--- config.mk ---
export PLATFORM = sky130hd
export DESIGN_NAME = bloco_despacho_flat
export DESIGN_NICKNAME = d
export VERILOG_FILES = /design/src/rtl/bloco_despacho_pkg.sv /design/src/rtl/bloco_despacho_if.sv /design/src/rtl/bloco_despacho_fifo.sv /design/src/rtl/bloco_despacho.sv /design/src/flat_wrapper.sv
export SDC_FILE = /design/constraint.sdc
export NUM_CORES = 1
export LEC_CHECK = 0
export CORE_UTILIZATION = 51
export DETAILED_ROUTE_END_ITERATION = 7
export GPL_TIMING_DRIVEN = 0
export MAX_ROUTING_LAYER = met4
export PLACE_DENSITY = 0.83
export SYNTH_ARGS = -nofsm -noshare
export SYNTH_HDL_FRONTEND = slang
export SYNTH_SLANG_ARGS = --single-unit
export TNS_END_PERCENT = 1
--- constraint.sdc ---
create_clock -name clock -period 4.2 [get_ports clock]
set_input_delay 0.63 -clock clock [delete_from_list [all_inputs] [get_ports clock]]
set_output_delay 0.63 -clock clock [all_outputs]
set_load 0.05 [all_outputs]
--- src/rtl/bloco_despacho_pkg.sv ---
// Shared definitions for the dispatch stage: FSM encoding and default width.
package bloco_pkg;

    localparam int W_DEF = 8;

    typedef enum logic [1:0] {
        ST_IDLE   = 2'd0,
        ST_LAUNCH = 2'd1,
        ST_WAIT   = 2'd2,
        ST_HOLD   = 2'd3
    } estado_t;

endpackage

--- src/rtl/bloco_despacho_if.sv ---
// Producer, core and consumer handshake channels of the dispatch stage.
// slave is the dispatch block's view, master is the surrounding system's view.
interface bloco_despacho_if #(
    parameter int W = bloco_pkg::W_DEF
);
    // producer -> dispatch
    logic         in_valid;
    logic [W-1:0] in_x;
    logic         in_ready;
    // dispatch <-> core
    logic         start;
    logic [W-1:0] x_out;
    logic         core_valid;
    logic [W-1:0] core_s;
    // dispatch -> consumer
    logic         out_valid;
    logic [W-1:0] out_s;
    logic         out_ready;

    modport slave (
        input  in_valid, in_x,
        output in_ready,
        output start, x_out,
        input  core_valid, core_s,
        output out_valid, out_s,
        input  out_ready
    );

    modport master (
        output in_valid, in_x,
        input  in_ready,
        input  start, x_out,
        output core_valid, core_s,
        input  out_valid, out_s,
        output out_ready
    );
endinterface

--- src/rtl/bloco_despacho_fifo.sv ---
// Small synchronous operand FIFO. Push is refused when full, pop when empty.
// Pointers are log2(DEPTH) bits so they wrap naturally (DEPTH is a power of 2).
module fifo_operandos #(
    parameter int W     = 8,
    parameter int DEPTH = 2
) (
    input  logic                   clock,
    input  logic                   reset,
    input  logic                   push,
    input  logic [W-1:0]           din,
    input  logic                   pop,
    output logic [W-1:0]           dout,
    output logic                   full,
    output logic                   empty,
    output logic [$clog2(DEPTH):0] count
);
    localparam int AW = $clog2(DEPTH);

    logic [DEPTH-1:0][W-1:0] mem;
    logic [AW-1:0]           wptr;
    logic [AW-1:0]           rptr;
    logic                    do_push;
    logic                    do_pop;

    assign full    = (count == (AW+1)'(DEPTH));
    assign empty   = (count == '0);
    assign do_push = push && !full;
    assign do_pop  = pop && !empty;
    assign dout    = mem[rptr];

    // storage: no reset needed, contents are only read behind a valid count
    always_ff @(posedge clock) begin
        if (do_push) mem[wptr] <= din;
    end

    // pointers and occupancy; a simultaneous push and pop leaves count alone
    always_ff @(posedge clock) begin
        if (!reset) begin
            wptr  <= '0;
            rptr  <= '0;
            count <= '0;
        end else begin
            if (do_push) wptr <= wptr + 1'b1;
            if (do_pop)  rptr <= rptr + 1'b1;
            if (do_push && !do_pop)      count <= count + 1'b1;
            else if (!do_push && do_pop) count <= count - 1'b1;
        end
    end
endmodule

--- src/rtl/bloco_despacho.sv ---
// Dispatch stage: buffers operands, launches the core once per operand,
// captures its result and hands it to the consumer. A watchdog drops an
// operand whose core run never completes and raises a sticky err.
module bloco_despacho
    import bloco_pkg::*;
#(
    parameter int W       = W_DEF,
    parameter int DEPTH   = 2,
    parameter int TIMEOUT = 16
) (
    input  logic                   clock,
    input  logic                   reset,
    bloco_despacho_if.slave        bus,
    output logic                   err,
    input  logic                   err_clr,
    output logic [$clog2(DEPTH):0] count
);
    localparam int TW = $clog2(TIMEOUT);

    estado_t       est, est_nx;
    logic [TW-1:0] timer;
    logic          full, empty;
    logic          push, pop;
    logic [W-1:0]  head;
    logic          wait_ok, wait_to;
    logic          start_r, out_valid_r;
    logic [W-1:0]  x_out_r, out_s_r;

    // in_ready depends only on full: a pop in the same cycle does not open a slot
    assign bus.in_ready = !full;
    assign push         = bus.in_valid && !full;

    // WAIT exits: core result (has priority) or watchdog expiry
    assign wait_ok = (est == ST_WAIT) && bus.core_valid;
    assign wait_to = (est == ST_WAIT) && !bus.core_valid && (timer == TW'(TIMEOUT - 1));
    assign pop     = wait_ok || wait_to;

    fifo_operandos #(.W(W), .DEPTH(DEPTH)) u_fifo (
        .clock (clock),
        .reset (reset),
        .push  (push),
        .din   (bus.in_x),
        .pop   (pop),
        .dout  (head),
        .full  (full),
        .empty (empty),
        .count (count)
    );

    // state register
    always_ff @(posedge clock) begin
        if (!reset) est <= ST_IDLE;
        else        est <= est_nx;
    end

    // next-state logic
    always_comb begin
        est_nx = est;
        case (est)
            ST_IDLE:   if (!empty) est_nx = ST_LAUNCH;
            ST_LAUNCH: est_nx = ST_WAIT;
            ST_WAIT: begin
                if (wait_ok)      est_nx = ST_HOLD;
                else if (wait_to) est_nx = ST_IDLE;
            end
            ST_HOLD:   if (bus.out_ready) est_nx = ST_IDLE;
            default:   est_nx = ST_IDLE;
        endcase
    end

    // registered outputs: start/out_valid follow the state being entered
    always_ff @(posedge clock) begin
        if (!reset) begin
            start_r     <= 1'b0;
            out_valid_r <= 1'b0;
            x_out_r     <= '0;
            out_s_r     <= '0;
        end else begin
            start_r     <= (est_nx == ST_LAUNCH);
            out_valid_r <= (est_nx == ST_HOLD);
            if ((est == ST_IDLE) && !empty) x_out_r <= head;
            if (wait_ok)                    out_s_r <= bus.core_s;
        end
    end

    // watchdog timer: cleared at launch, counts WAIT cycles, held at exit so it never wraps
    always_ff @(posedge clock) begin
        if (!reset)                        timer <= '0;
        else if (est == ST_LAUNCH)         timer <= '0;
        else if ((est == ST_WAIT) && !pop) timer <= timer + 1'b1;
    end

    // sticky error: a timeout in the same cycle as err_clr keeps err set
    always_ff @(posedge clock) begin
        if (!reset)       err <= 1'b0;
        else if (wait_to) err <= 1'b1;
        else if (err_clr) err <= 1'b0;
    end

    assign bus.start     = start_r;
    assign bus.x_out     = x_out_r;
    assign bus.out_valid = out_valid_r;
    assign bus.out_s     = out_s_r;
endmodule

--- src/flat_wrapper.sv ---
// flat-port wrapper written by rule: the top's interface ports become plain ports
module bloco_despacho_flat import bloco_pkg::*;
#(
    parameter int W       = W_DEF,
    parameter int DEPTH   = 2,
    parameter int TIMEOUT = 16
)
  (clock, reset, err, err_clr, count, bus_in_valid, bus_in_x, bus_in_ready, bus_start, bus_x_out, bus_core_valid, bus_core_s, bus_out_valid, bus_out_s, bus_out_ready);
  bloco_despacho_if #(.W(W)) bus_i ();
  input  logic clock;
  input  logic reset;
  output logic err;
  input  logic err_clr;
  output logic [$clog2(DEPTH):0] count;
  input wire logic [$bits(bus_i.in_valid)-1:0] bus_in_valid;
  input wire logic [$bits(bus_i.in_x)-1:0] bus_in_x;
  output wire logic [$bits(bus_i.in_ready)-1:0] bus_in_ready;
  output wire logic [$bits(bus_i.start)-1:0] bus_start;
  output wire logic [$bits(bus_i.x_out)-1:0] bus_x_out;
  input wire logic [$bits(bus_i.core_valid)-1:0] bus_core_valid;
  input wire logic [$bits(bus_i.core_s)-1:0] bus_core_s;
  output wire logic [$bits(bus_i.out_valid)-1:0] bus_out_valid;
  output wire logic [$bits(bus_i.out_s)-1:0] bus_out_s;
  input wire logic [$bits(bus_i.out_ready)-1:0] bus_out_ready;
  assign bus_i.in_valid = bus_in_valid;
  assign bus_i.in_x = bus_in_x;
  assign bus_in_ready = bus_i.in_ready;
  assign bus_start = bus_i.start;
  assign bus_x_out = bus_i.x_out;
  assign bus_i.core_valid = bus_core_valid;
  assign bus_i.core_s = bus_core_s;
  assign bus_out_valid = bus_i.out_valid;
  assign bus_out_s = bus_i.out_s;
  assign bus_i.out_ready = bus_out_ready;
  bloco_despacho #(.W(W), .DEPTH(DEPTH), .TIMEOUT(TIMEOUT)) u_core (.clock(clock), .reset(reset), .bus(bus_i), .err(err), .err_clr(err_clr), .count(count));
endmodule
==> key figures, run 1 <==
Status
  – Outcome: complete, no violations

Synthesis
  – Post-Syn Area: 1742 um^2
  – Post-synthesis sequential area ratio: 0.6092
  – Ys flop type: dfxtp_1
  – Area share of the largest cell type after synthesis: 0.3333
  – Syn Area/Cell: 10.75 um^2
  – YS warnings: 0
  – Synth Register Bits: 45
  – Synth cell types: 28
  – Area leader, netlist: dfxtp_1
  – EDFF count, synth: 16
  – Post-synth net total: 186
  – Cells after Synth: 162
  – Most area-consuming cells after synthesis: dfxtp_1 (33%), edfxtp_1 (28%), a21oi_1 (7.2%), mux2i_1 (5.2%), a211oi_1 (3.4%)
  – Post-synth ARST share: 0

STA
  – Unrepaired setup endpoints after global routing: false
  – Tmin final: 2464 ps
  – Layout Skew: 13.42 ps
  – Final setup vio count: 0
  – Worst Max-Slew Pin Slew: 639.2 ps
  – Fmax: 405.9 MHz
  – Slew Limit Fails: 0
  – Period Utilization, post-route: 0.5866
  – Final setup margin: 1736 ps
  – Max-slew headroom: 0.5739
  – Setup_tns: 0 ps
  – Hold Vio Cnt, Final: 0

Global route
  – Total gr overflow: 0
  – Initial antenna violation count: 0
  – Largest net degree at the start of global routing: 15
  – First-pass GRT wire length: 5706 um
  – GRT Util Overall: 0.2221
  – Vias in the first global route: 1,375

Die
  – Initial core utilization: 0.5524
  – Total core area: 3153 um^2
  – Die footprint: 3653 um^2
  – Die Ht: 60.44 um
  – Io pins: 44
  – # rows: 20
  – Die Wd: 60.44 um

Critical path
  – Worst setup EP type: primary output
  – Worst setup path class: flip-flop to primary output
  – Worst EP required: 3570 ps
  – R2r setup slk: 2030 ps
  – R2R cell count: 7
  – CP max FO: 5
  – Critical Path AT: 1830 ps
  – CP Launch Point: u_core.u_fifo.count[0]
  – Startpoint Class: flip-flop
  – Reg2reg start: u_core.est[1]
  – Setup crit end: bus_in_ready
  – Worst reg2reg endpoint: u_core.u_fifo.count[1]

Pwr
  – Sequential power share: 0.450
  – Design Power: 1242 uW
  – Sw Ratio: 0.3900
  – Peak VDD IR: 0.3011 mV
  – Clock power frac: 0.157
  – Int Pwr: 757.7 uW
  – PwrDens: 544.6 nW/um^2
  – Psw: 484.5 uW
  – Logic gate share of total power: 0.392
  – Leak: 0.0007859 uW

Final layout
  – Share of layout cells above drive strength 1: 0.05634
  – Leading cell type in the layout, fill and taps excluded: clkdlybuf4s50_1
  – Layout area overhead: 30.96%
  – Most frequent cells in the layout: clkdlybuf4s50_1 (43), dfxtp_1 (29), a21oi_1 (25)
  – Final instance area: 2281 um^2
  – Final-stage net count: 236
  – Final-layout fill cell count: 246
  – Fin util: 0.7234
  – # diodes: 0

Placement
  – Placed cell area: 2227 um^2
  – Port buffer count: 43
  – HPWL after DPL: 2571 um
  – Final Wtd Congestion: 0.7436
  – Dpl ws: 1863 ps

Clock network
  – CTS Sinks: 45
  – Worst-path clk slew: 130 ps
  – Hold-fix buffer count after cts: 0
  – Worst-case clock buffer depth: 2
  – # Post-CTS Setup Buffers: 0
  – H-tree Lvls: 2
  – Clk root buf: clkbuf_4
  – CTS Buf Count: 5
  – Worst-skew pair later-pin latency: 360 ps
  – Post-CTS Resized: 0
  – TritonCTS clock tree: done

Route
  – Post-DRT Antenna Nets: 0
  – Via count: 1,408
  – Pre-antenna DRT Iters: 4
  – Initial DRC count: 80
  – DR WL/cell: 13.80 um
  – Drt total wl: 3547 um
  – DRC viols: 0
  – DR vias/cell: 5.479

Flow run
  – Max Cap Viol: 0

Worst hold path
  – Worst min path class: flip-flop to flip-flop
-- worst max-delay path, cell delays in order (launching register included) --
cell,delay (ps)
dfxtp_1,440
nand2b_1,210
clkdlybuf4s50_1,820
-- cells in the mapped netlist, types with 2 or more instances --
| cell | number |
|---|---|
| and3_1 | 2 |
| mux2i_1 | 9 |
| o21ai_0 | 6 |
| clkbuf_1 | 6 |
| nand2b_1 | 2 |
| and2_1 | 2 |
| a211oi_1 | 8 |
| xor2_1 | 2 |
| nand2_1 | 12 |
| buf_2 | 2 |
| or3_1 | 4 |
| nand3b_1 | 2 |
| o31ai_1 | 2 |
| edfxtp_1 | 16 |
| dfxtp_1 | 29 |
| a21oi_1 | 25 |
| nor2_1 | 5 |
| nand3_1 | 11 |
| ha_1 | 2 |
| inv_1 | 4 |
| nor2b_1 | 4 |
-- worst min path at each step --
stage / start / depth (start not counted) / to
after global routing: u_core.bus.out_s[2] / 2 / u_core.bus.out_s[2]
after floorplan: u_core.timer[1] / 2 / u_core.timer[1]
after CTS: u_core.bus.out_s[6] / 2 / u_core.bus.out_s[6]
final: u_core.bus.out_s[6] / 2 / u_core.bus.out_s[6]
after detailed placement: u_core.bus.out_s[6] / 2 / u_core.bus.out_s[6]
after global placement: u_core.bus.out_s[2] / 2 / u_core.bus.out_s[2]
-- cell families after synthesis --
family	synth area share
AOI/OAI and AO/OA	0.1422
xor gates and xnor gates	0.01006
adders and majority gates	0.01437
buffers and inverters	0.03232
DFF	0.6092
muxes	0.05173
and+or+nand+nor	0.1401
-- registers in the layout (all words and copies together) (netlist names) --
name and flops:
u_core.u_fifo.mem 16, u_core.bus.out_s 8, u_core.bus.x_out 8, u_core.timer 4, u_core.est 2, u_core.u_fifo.count 2, u_core.bus.out_valid 1, u_core.bus.start 1
u_core.err 1, u_core.u_fifo.rptr 1, u_core.u_fifo.wptr 1
-- per-layer routing --
| layer | routed length (um) | GRT usage |
|---|---|---|
| met5 | 0 | - |
| met2 | 1725 | 0.3925 |
| met3 | 226 | 0.04691 |
| met4 | 87 | 0.1169 |
| met1 | 1507 | 0.2303 |
-- through the flow --
stage | hold WS, ps | cells
2_1_floorplan | 470.6 | 162
3_5_place_dp | 448.5 | 249
6_report | 463.1 | 257
4_1_cts | 466.2 | 257
3_3_place_gp | 441.1 | 249
5_1_grt | 488.3 | 257
-- area by class of cell --
| class | instances | area [um^2] | share of cell area |
|---|---|---|---|
| Clock buffer | 5 | 37.54 | 0.01646 |
| Buffer | 10 | 41.29 | 0.01810 |
| Sequential cell | 45 | 1061 | 0.4652 |
| Inverter | 4 | 15.01 | 0.006583 |
| Tap cell | 44 | 55.05 | 0.02414 |
| Multi-Input combinational cell | 103 | 624.3 | 0.2737 |
| Clock inverter | 3 | 16.27 | 0.007131 |
| Timing Repair Buffer | 43 | 430.4 | 0.1887 |
-- power by group through the flow --
stage | Clock, uW | Combinational (uW) | Sequential, uW
detailed placement | 0 | 488 | 568
CTS | 205 | 489 | 559
global route | 218 | 523 | 566
global placement | 0 | 475 | 564
floorplan | 0 | 181 | 714
finish | 195 | 487 | 560
Note: power is estimated with default switching activity, not from simulation.
==> run 2: changes to the inputs <==
--- a/config.mk
+++ b/config.mk
@@ -5,11 +5,11 @@
 export SDC_FILE = /design/constraint.sdc
 export NUM_CORES = 1
 export LEC_CHECK = 0
-export CORE_UTILIZATION = 51
+export CORE_UTILIZATION = 48
 export DETAILED_ROUTE_END_ITERATION = 7
 export GPL_TIMING_DRIVEN = 0
 export MAX_ROUTING_LAYER = met4
-export PLACE_DENSITY = 0.83
+export PLACE_DENSITY = 0.78
 export SYNTH_ARGS = -nofsm -noshare
 export SYNTH_HDL_FRONTEND = slang
 export SYNTH_SLANG_ARGS = --single-unit
==> constraint.sdc (replaced) <==
create_clock -name clock -period 2.4 [get_ports clock]
set_input_delay 0.36 -clock clock [delete_from_list [all_inputs] [get_ports clock]]
set_output_delay 0.36 -clock clock [all_outputs]
set_load 0.05 [all_outputs]
==> run 2 against run 1 <==
Sequential share of layout area shrank 0.65 points. First-iteration DRC count shrank 10%. Die area rose by 6.0%. Largest cell class unchanged. Non-clock buffer count is the same.
==> key figures, run 2 (same netlist as run 1, synthesis figures left out) <==
Status
  – Outcome: complete, no violations

Critical path
  – Worst setup EP type: primary output
  – Crit-path cells: nand2b_1, clkdlybuf4s50_1
  – Worst setup path class: flip-flop to primary output
  – Startpoint Class: flip-flop
  – Worst EP required: 2040 ps (-1530 ps)
  – CP max FO: 5 (unchanged)
  – Crit-path max cell delay: 830 ps (about the same)
  – Slowest-stage cell, CP: clkdlybuf4s50_1
  – Critical Path AT: 1820 ps (about the same)

Clock network
  – # Post-CTS Setup Buffers: 0 (unchanged)
  – Clk root buf: clkbuf_4
  – Worst-case clock buffer depth: 2 (unchanged)
  – Post-CTS Resized: 0 (unchanged)
  – CTS Sinks: 45 (unchanged)
  – Worst-path clk slew: 130 ps (about the same)
  – Hold-fix buffer count after cts: 0 (unchanged)
  – TritonCTS clock tree: done
  – Worst-skew pair later-pin latency: 360 ps (about the same)
  – H-tree Lvls: 2 (unchanged)
  – CTS Buf Count: 5 (unchanged)

Pwr
  – Design Power: 2306 uW (+86%)
  – Leak: 0.0007920 uW (+0.78%)
  – PwrDens: 996.9 nW/um^2 (+83%)
  – Clock power frac: 0.200 (+0.043)
  – Int Pwr: 1435 uW (+89%)
  – Peak VDD IR: 0.5414 mV (+80%)
  – Psw: 870.9 uW (+80%)
  – Logic gate share of total power: 0.376 (-0.016)
  – Sequential power share: 0.424 (-0.026)
  – Sw Ratio: 0.3776 (-0.01240)

Route
  – DR vias/cell: 5.355 (-2.3%)
  – DRC viols: 0 (unchanged)
  – Initial DRC count: 72 (-10%)
  – Post-DRT Antenna Nets: 0 (unchanged)
  – Via count: 1,387 (-1.5%)
  – Drt total wl: 3624 um (+2.2%)
  – Pre-antenna DRT Iters: 7 (+3)
  – DR WL/cell: 13.99 um (+1.4%)

Die
  – Die Ht: 62.24 um (+3.0%)
  – Total core area: 3416 um^2 (+8.3%)
  – # rows: 21 (+5.0%)
  – Initial core utilization: 0.5099 (-0.04249)
  – Die footprint: 3873 um^2 (+6.0%)
  – Io pins: 44 (unchanged)
  – Die Wd: 62.24 um (+3.0%)

STA
  – Unrepaired setup endpoints after global routing: false
  – Layout Skew: 7.049 ps (-6.371 ps)
  – Final setup margin: 216.4 ps (-1520 ps)
  – Fmax: 458.0 MHz
  – Tmin final: 2184 ps
  – Slew Limit Fails: 0 (unchanged)
  – Period Utilization, post-route: 0.9098
  – Worst Max-Slew Pin Slew: 635.8 ps (-3.404 ps)
  – Setup_tns: 0 ps (unchanged)
  – Max-slew headroom: 0.5746 (+0.0007030)
  – Final setup vio count: 0 (unchanged)
  – Hold Vio Cnt, Final: 0 (unchanged)

Placement
  – Port buffer count: 43 (unchanged)
  – Dpl ws: 285.2 ps (-1578 ps)
  – HPWL after DPL: 2601 um (+1.2%)
  – Final Wtd Congestion: 0.7681 (+3.3%)

Final layout
  – # diodes: 0 (unchanged)
  – Layout area overhead: 32.83%
  – Most frequent cells in the layout: clkdlybuf4s50_1 (43), dfxtp_1 (29), a21oi_1 (25)
  – Leading cell type in the layout, fill and taps excluded: clkdlybuf4s50_1
  – Share of layout cells above drive strength 1: 0.05634 (unchanged)
  – Largest register FFs: 16 (unchanged)
  – Fin util: 0.6773 (-0.04612)
  – Most flops, register: u_core.u_fifo.mem
  – Final-stage net count: 236 (unchanged)

Worst hold path
  – Worst min path class: flip-flop to flip-flop

Global route
  – GRT Util Overall: 0.2066 (-0.01546)
  – Vias in the first global route: 1,343 (-2.3%)
  – Initial antenna violation count: 0 (unchanged)
  – Total gr overflow: 0 (unchanged)
  – Largest net degree at the start of global routing: 16 (+1)
  – First-pass GRT wire length: 5954 um (+4.3%)

Flow run
  – Max Cap Viol: 0 (unchanged)
-- run 2: changes by cell type in the layout (fill, tap and decap cells not counted), sizes merged --
| cell | delta |
|---|---|
| inv | -1 |
| bufinv | +1 |
| clkinvlp | +1 |
| clkinv | -1 |
-- run 2: worst paths after layout --
path                                from  slack, ps                      to  cells past startpoint
setup / recovery  u_core.u_fifo.count[0]        220            bus_in_ready                      2
hold / removal       u_core.bus.out_s[7]        460     u_core.bus.out_s[7]                      2
setup reg to reg           u_core.est[1]        240  u_core.u_fifo.count[1]                      7
hold reg to reg      u_core.bus.out_s[7]        460     u_core.bus.out_s[7]                      2
-- run 2: area by class of cell --
class | count | area [um^2]
Tap cell | 46 | 57.56
Multi-Input combinational cell | 103 | 624.3
Buffer | 10 | 41.29
Sequential cell | 45 | 1061
Clock inverter | 3 | 46.29
Fill cell | 278 | 1102
Clock buffer | 5 | 37.54
Inverter | 4 | 15.01
Timing Repair Buffer | 43 | 430.4
-- run 2: stage by stage --
stage               std cells  instance area [um^2]  hold slack, ps
floorplan                 162                  1742           458.9
detailed placement        251                  2230           449.8
global placement          251                  2230           441.1
CTS                       259                  2313           467.4
global route              259                  2313           491.3
finish                    259                  2313           463.0
-- run 2: layer usage --
metal,global-route usage,part of all wire,vias up
met2,0.3613,0.52,56
met5,-,0,-
met4,0.07558,0.012,0
met3,0.05882,0.055,7
met1,0.2220,0.42,643
li1,-,-,681
-- run 2: worst max-delay path, delay by kind of cell, from the launching register on --
family                 cells  cell delay, ps
buffers and inverters      1             830
DFF                        1             430
and+or+nand+nor            1             210
-- run 2: power by group through the flow --
stage               combinational, uW  sequential, uW  clock [uW]
floorplan                         316            1250           0
finish                            868             977         461
global route                      926             991         511
CTS                               872             977         471
detailed placement                866             992           0
global placement                  835             987           0
